`src/rtl/spi_slave_fifo.sv`:
```
// SPI slave on sclk: mosi deserialised into dout (valid on the final-bit edge), miso fed from a TX FIFO.
// No backpressure toward the master: an empty FIFO sends IDLE_PATTERN, and a write to a full FIFO is dropped.
module spi_slave_fifo #(
   parameter int                    DATA_WIDTH   = 8,
   parameter int                    TX_DEPTH     = 4,
   parameter bit                    MSB_FIRST    = 1'b1,
   parameter logic [DATA_WIDTH-1:0] IDLE_PATTERN = '1
) (
   input  logic                          sclk,
   input  logic                          i_reset,
   input  logic                          cs,
   input  logic                          mosi,
   output logic                          miso,
   output logic [DATA_WIDTH-1:0]         dout,
   output logic                          dout_valid,
   input  logic [DATA_WIDTH-1:0]         tx_data,
   input  logic                          tx_wr,
   output logic                          tx_full,
   output logic                          tx_empty,
   output logic [$clog2(TX_DEPTH+1)-1:0] tx_count,
   output logic                          tx_underrun,
   output logic                          tx_overflow,
   output logic                          frame_err
);

   localparam int AW = $clog2(TX_DEPTH);
   localparam int CW = $clog2(TX_DEPTH+1);
   localparam int BW = $clog2(DATA_WIDTH);

   logic [BW-1:0]         bit_cnt_q, bit_cnt_d;
   logic [DATA_WIDTH-1:0] rx_sh_q, rx_sh_d;
   logic [DATA_WIDTH-1:0] tx_sh_q, tx_sh_d;
   logic [DATA_WIDTH-1:0] dout_q, dout_d;
   logic                  dout_valid_q, dout_valid_d;
   logic                  miso_q, miso_d;
   logic [AW-1:0]         rd_ptr_q, rd_ptr_d;
   logic [AW-1:0]         wr_ptr_q, wr_ptr_d;
   logic [CW-1:0]         count_q, count_d;
   logic                  full_q, full_d;
   logic                  empty_q, empty_d;
   logic                  underrun_q, underrun_d;
   logic                  overflow_q, overflow_d;
   logic                  frame_err_q, frame_err_d;
   logic [DATA_WIDTH-1:0] mem_q [TX_DEPTH];

   logic                  word_start, pop, push;
   logic [DATA_WIDTH-1:0] rx_next, tx_next;

   always_comb begin
      bit_cnt_d    = bit_cnt_q;
      rx_sh_d      = rx_sh_q;
      tx_sh_d      = tx_sh_q;
      dout_d       = dout_q;
      dout_valid_d = 1'b0;
      miso_d       = miso_q;
      underrun_d   = 1'b0;
      frame_err_d  = 1'b0;
      rx_next      = rx_sh_q;
      tx_next      = tx_sh_q;

      word_start = !cs && (bit_cnt_q == '0);
      pop        = word_start && (count_q != '0);
      // A full FIFO still accepts a write when the same edge pops the head.
      push       = tx_wr && ((count_q != CW'(TX_DEPTH)) || pop);
      overflow_d = tx_wr && !push;

      if (cs) begin
         bit_cnt_d   = '0;
         miso_d      = 1'b0;
         rx_sh_d     = '0;
         frame_err_d = (bit_cnt_q != '0);
      end else begin
         bit_cnt_d = (bit_cnt_q == BW'(DATA_WIDTH-1)) ? '0 : bit_cnt_q + BW'(1);
         if (MSB_FIRST) rx_next = {rx_sh_q[DATA_WIDTH-2:0], mosi};
         else           rx_next = {mosi, rx_sh_q[DATA_WIDTH-1:1]};
         rx_sh_d = rx_next;
         if (bit_cnt_q == BW'(DATA_WIDTH-1)) begin
            dout_d       = rx_next;
            dout_valid_d = 1'b1;
         end
         if (word_start) begin
            tx_next    = pop ? mem_q[rd_ptr_q] : IDLE_PATTERN;
            underrun_d = !pop;
         end else if (MSB_FIRST) begin
            tx_next = {tx_sh_q[DATA_WIDTH-2:0], 1'b0};
         end else begin
            tx_next = {1'b0, tx_sh_q[DATA_WIDTH-1:1]};
         end
         tx_sh_d = tx_next;
         miso_d  = MSB_FIRST ? tx_next[DATA_WIDTH-1] : tx_next[0];
      end

      rd_ptr_d = pop  ? rd_ptr_q + AW'(1) : rd_ptr_q;
      wr_ptr_d = push ? wr_ptr_q + AW'(1) : wr_ptr_q;
      case ({push, pop})
         2'b10:   count_d = count_q + CW'(1);
         2'b01:   count_d = count_q - CW'(1);
         default: count_d = count_q;
      endcase
      full_d  = (count_d == CW'(TX_DEPTH));
      empty_d = (count_d == '0);
   end

   always_ff @(posedge sclk) begin
      if (i_reset) begin
         bit_cnt_q    <= '0;
         rx_sh_q      <= '0;
         tx_sh_q      <= '0;
         dout_q       <= '0;
         dout_valid_q <= 1'b0;
         miso_q       <= 1'b0;
         rd_ptr_q     <= '0;
         wr_ptr_q     <= '0;
         count_q      <= '0;
         full_q       <= 1'b0;
         empty_q      <= 1'b1;
         underrun_q   <= 1'b0;
         overflow_q   <= 1'b0;
         frame_err_q  <= 1'b0;
      end else begin
         bit_cnt_q    <= bit_cnt_d;
         rx_sh_q      <= rx_sh_d;
         tx_sh_q      <= tx_sh_d;
         dout_q       <= dout_d;
         dout_valid_q <= dout_valid_d;
         miso_q       <= miso_d;
         rd_ptr_q     <= rd_ptr_d;
         wr_ptr_q     <= wr_ptr_d;
         count_q      <= count_d;
         full_q       <= full_d;
         empty_q      <= empty_d;
         underrun_q   <= underrun_d;
         overflow_q   <= overflow_d;
         frame_err_q  <= frame_err_d;
      end
   end

   always_ff @(posedge sclk) begin
      if (!i_reset && push) mem_q[wr_ptr_q] <= tx_data;
   end

   assign miso        = miso_q;
   assign dout        = dout_q;
   assign dout_valid  = dout_valid_q;
   assign tx_full     = full_q;
   assign tx_empty    = empty_q;
   assign tx_count    = count_q;
   assign tx_underrun = underrun_q;
   assign tx_overflow = overflow_q;
   assign frame_err   = frame_err_q;

endmodule
```
`config.mk`:
```
export PLATFORM = sky130hd
export DESIGN_NAME = spi_slave_fifo
export DESIGN_NICKNAME = d
export VERILOG_FILES = /design/src/rtl/spi_slave_fifo.sv
export SDC_FILE = /design/constraint.sdc
export NUM_CORES = 1
export LEC_CHECK = 0
export CAP_MARGIN = 20
export CORE_MARGIN = 2
export CORE_UTILIZATION = 60
export CTS_CLUSTER_SIZE = 28
export DETAILED_ROUTE_END_ITERATION = 10
export DONT_BUFFER_PORTS = 1
export PLACE_DENSITY = 0.76
export SYNTH_ARGS = -nofsm -noshare
export SYNTH_HDL_FRONTEND = slang
export SYNTH_SLANG_ARGS = --single-unit
```
`constraint.sdc`:
```
create_clock -name sclk -period 8.4 [get_ports sclk]
set_clock_uncertainty 0.05 [all_clocks]
set_input_delay 2.1 -clock sclk [delete_from_list [all_inputs] [get_ports sclk]]
set_output_delay 2.1 -clock sclk [all_outputs]
set_load 0.01 [all_outputs]
```
==> impl_metrics.env <==
export IMPL_status="complete, no violations"
export IMPL_grt_max_degree=29
export IMPL_reg2reg_to="tx_full"
export IMPL_relSlewSlack=0.513
export IMPL_dieArea_um2=5210
export IMPL_io_pins=31
export IMPL_cts_root_buf="clkbuf_8"
export IMPL_drive_gt1_frac=0.100
export IMPL_final_util=0.680
export IMPL_grtUsageMet1=0.245
export IMPL_maxCapViolations=0
export IMPL_initial_core_util=0.632
export IMPL_hold_depth=2
export IMPL_fin_setup_tns_ns=0
export IMPL_fmax_ghz=0.236
export IMPL_p_per_area_nw_per_um2=278
export IMPL_route_antenna_remaining_nets=0
export IMPL_nFillCells=307
export IMPL_setup_violations=0
export IMPL_globalRouteMet3Util=0.0819
export IMPL_clk_latency_ns=0.34
export IMPL_p_sw_frac=0.271
export IMPL_p_int_uw=609
export IMPL_rsz0062_at_grt="false"
export IMPL_slew_violations=0
export IMPL_critPathKind="in2reg"
export IMPL_cts_buffers=9
export IMPL_vdd_drop_max_mv=0.189
export IMPL_final_cell_mix="41 x dfxtp_1, 32 x edfxtp_1, 24 x nand2_1, 15 x o21ai_0, 14 x a21oi_1"
export IMPL_post_cts_setup_buffers=0
export IMPL_min_path_type="reg2reg"
export IMPL_pwr_share_seq=0.517
export IMPL_routed_wl_mm=4.86
export IMPL_synth_yosys_warnings=0
export IMPL_crit_required_ns=8.56
export IMPL_power_frac_clock=0.330
export IMPL_p_total_uw=835
export IMPL_ys_ff_latch=73
export IMPL_cts_tree="built"
export IMPL_holdPathEnd="dout[7]"
export IMPL_grt_overflow_total=0
export IMPL_vias=1657
export IMPL_min_period_over_period=0.505
export IMPL_synth_cell_types=34
export IMPL_drc=0
export IMPL_post_drt_wl_per_cell_um=17.2
export IMPL_clock_sinks=73
export IMPL_core_area_um2=4410
export IMPL_min_from="rx_sh_q[6]"
export IMPL_cp_start_kind="input pin"
export IMPL_h_tree_depth=3
export IMPL_routed_via_density=5.88
export IMPL_grt_pass1_vias=1658
export IMPL_crit_arrival_ns=4.40
export IMPL_num_rows=24
export IMPL_r2r_start="bit_cnt_q[0]"
export IMPL_antenna_cells=0
export IMPL_path_max_fanout=16
export IMPL_cts_clk_slew_worst_paths_ns=0.07
export IMPL_portBuffers=0
export IMPL_yosysSeqAreaShare=0.639
export IMPL_grt_busiest_layer="met2"
export IMPL_dr_pass1_iters=5
export IMPL_cts_repair_resized=0
export IMPL_fin_nets=247
export IMPL_total_leakage_power_nw=1.05
export IMPL_grtUsageMet2=0.336
export IMPL_hold_viol=0
export IMPL_grt_pass1_wl_mm=7.85
export IMPL_period_minus_slack_ns=4.24
export IMPL_clock_path_buffers=2
export IMPL_async_reset_ff_frac=0
export IMPL_final_common_cell="dfxtp_1"
export IMPL_die_h_um=72.2
export IMPL_die_w_um=72.2
export IMPL_drtIter0Drc=106
export IMPL_syn_inst=226
export IMPL_synth_edff_count=32
export IMPL_areaGrowthSynthToFinish_pct=7.62
export IMPL_reg2reg_slack_ns=5.35
export IMPL_ys_flop_type="dfxtp_1"
export IMPL_antenna_found_initial=0
export IMPL_syn_area_um2=2790
export IMPL_power_frac_comb=0.154
export IMPL_synth_area_per_cell_um2=12.3
export IMPL_p_sw_uw=226
export IMPL_place_gp_congestion=0.751
export IMPL_grt_util_all_layers=0.208
export IMPL_worstSetupEndpointType="flop"
export IMPL_syn_nets=248
export IMPL_dp_hpwl_mm=3.27
export IMPL_max_slew_worst_pin_slew_ns=0.727
export IMPL_rr_worst_depth=11
export IMPL_hold_buffers=0
-- kinds of logic after synthesis --
kind of cell    after synthesis  synth area share
buf+inv                      23            0.0345
mux                          10            0.0722
flops                        73             0.639
compound gates               36            0.0704
fa+ha+maj                     9            0.0431
xor+xnor                      3           0.00942
simple gates                 72             0.132
-- area by class of cell --
type | instances | area [um2] | share of cell area
clock buffers | 14 | 163 | 0.0542
clock inverters | 2 | 36.3 | 0.0121
multi-input cells | 130 | 912 | 0.304
inverters | 10 | 37.5 | 0.0125
flip-flops and latches | 73 | 1780 | 0.593
repair buffers | 1 | 7.51 | 0.00250
well taps | 52 | 65.1 | 0.0217
-- synth_stat cells, drive strengths merged, types with 2 or more instances --
| master | n | share of area |
|---|---|---|
| nor2 | 10 | 0.013 |
| edfxtp | 32 | 0.34 |
| nor4b | 3 | 0.0094 |
| nand2 | 24 | 0.032 |
| clkbuf | 10 | 0.014 |
| xor2 | 3 | 0.0094 |
| and2 | 11 | 0.025 |
| ha | 8 | 0.036 |
| a211oi | 2 | 0.0054 |
| dfxtp | 41 | 0.29 |
| or3 | 2 | 0.0045 |
| nand2b | 4 | 0.0090 |
| nor2b | 5 | 0.011 |
| inv | 10 | 0.013 |
| buf | 3 | 0.0072 |
| mux4 | 8 | 0.065 |
| a31oi | 2 | 0.0045 |
| a21oi | 14 | 0.025 |
| nor3 | 8 | 0.014 |
| o21ai | 15 | 0.027 |
-- worst max-delay path: stages --
cell      delay, ns
or3b_1         0.60
a31oi_1        0.41
inv_1          0.09
ha_1           0.23
inv_1          0.09
fa_1           0.43
and3b_1        0.21
a21oi_1        0.17
a211oi_1       0.08
-- state kept, by name (all words and copies together), names as in the netlist, 2 cells and up, named ones only --
name       flops
tx_count       3
wr_ptr_q       2
tx_sh_q        7
mem_q         32
rd_ptr_q       2
dout           8
rx_sh_q        7
bit_cnt_q      3
-- per-layer routing --
layer / part of all wire / vias up / wire (um)
met5: 0 / - / 0
met4: 0.020 / 0 / 97
met3: 0.056 / 14 / 272
met2: 0.51 / 55 / 2460
met1: 0.42 / 802 / 2030
li1: - / 786 / -
-- metrics by stage --
stage | instances | cell area (um2) | setup WS [ns] | hold slack [ns]
finish | 282 | 3000 | 4.16 | 0.382
global route | 282 | 3000 | 4.02 | 0.393
CTS | 281 | 3000 | 4.22 | 0.387
detailed placement | 265 | 2800 | 3.87 | 0.381
global placement | 265 | 2800 | 3.96 | 0.378
floorplan | 226 | 2790 | 3.92 | 0.367
-- power groups by stage --
stage | Clock, mW | Combinational [mW] | Sequential [mW]
after floorplan | 0 | 0.109 | 0.423
after global placement | 0 | 0.107 | 0.437
after detailed placement | 0 | 0.120 | 0.439
after CTS | 0.277 | 0.121 | 0.431
after global routing | 0.295 | 0.140 | 0.435
final | 0.275 | 0.128 | 0.431
-- worst max path at each step --
stage	startpoint	end	slack [ns]
finish	cs	tx_full	4.16
global route	cs	tx_full	4.02
CTS	cs	tx_empty	4.22
detailed placement	cs	tx_full	3.87
global placement	cs	tx_empty	3.96
floorplan	cs	tx_full	3.92
Note: power is estimated with default switching activity, not from simulation.
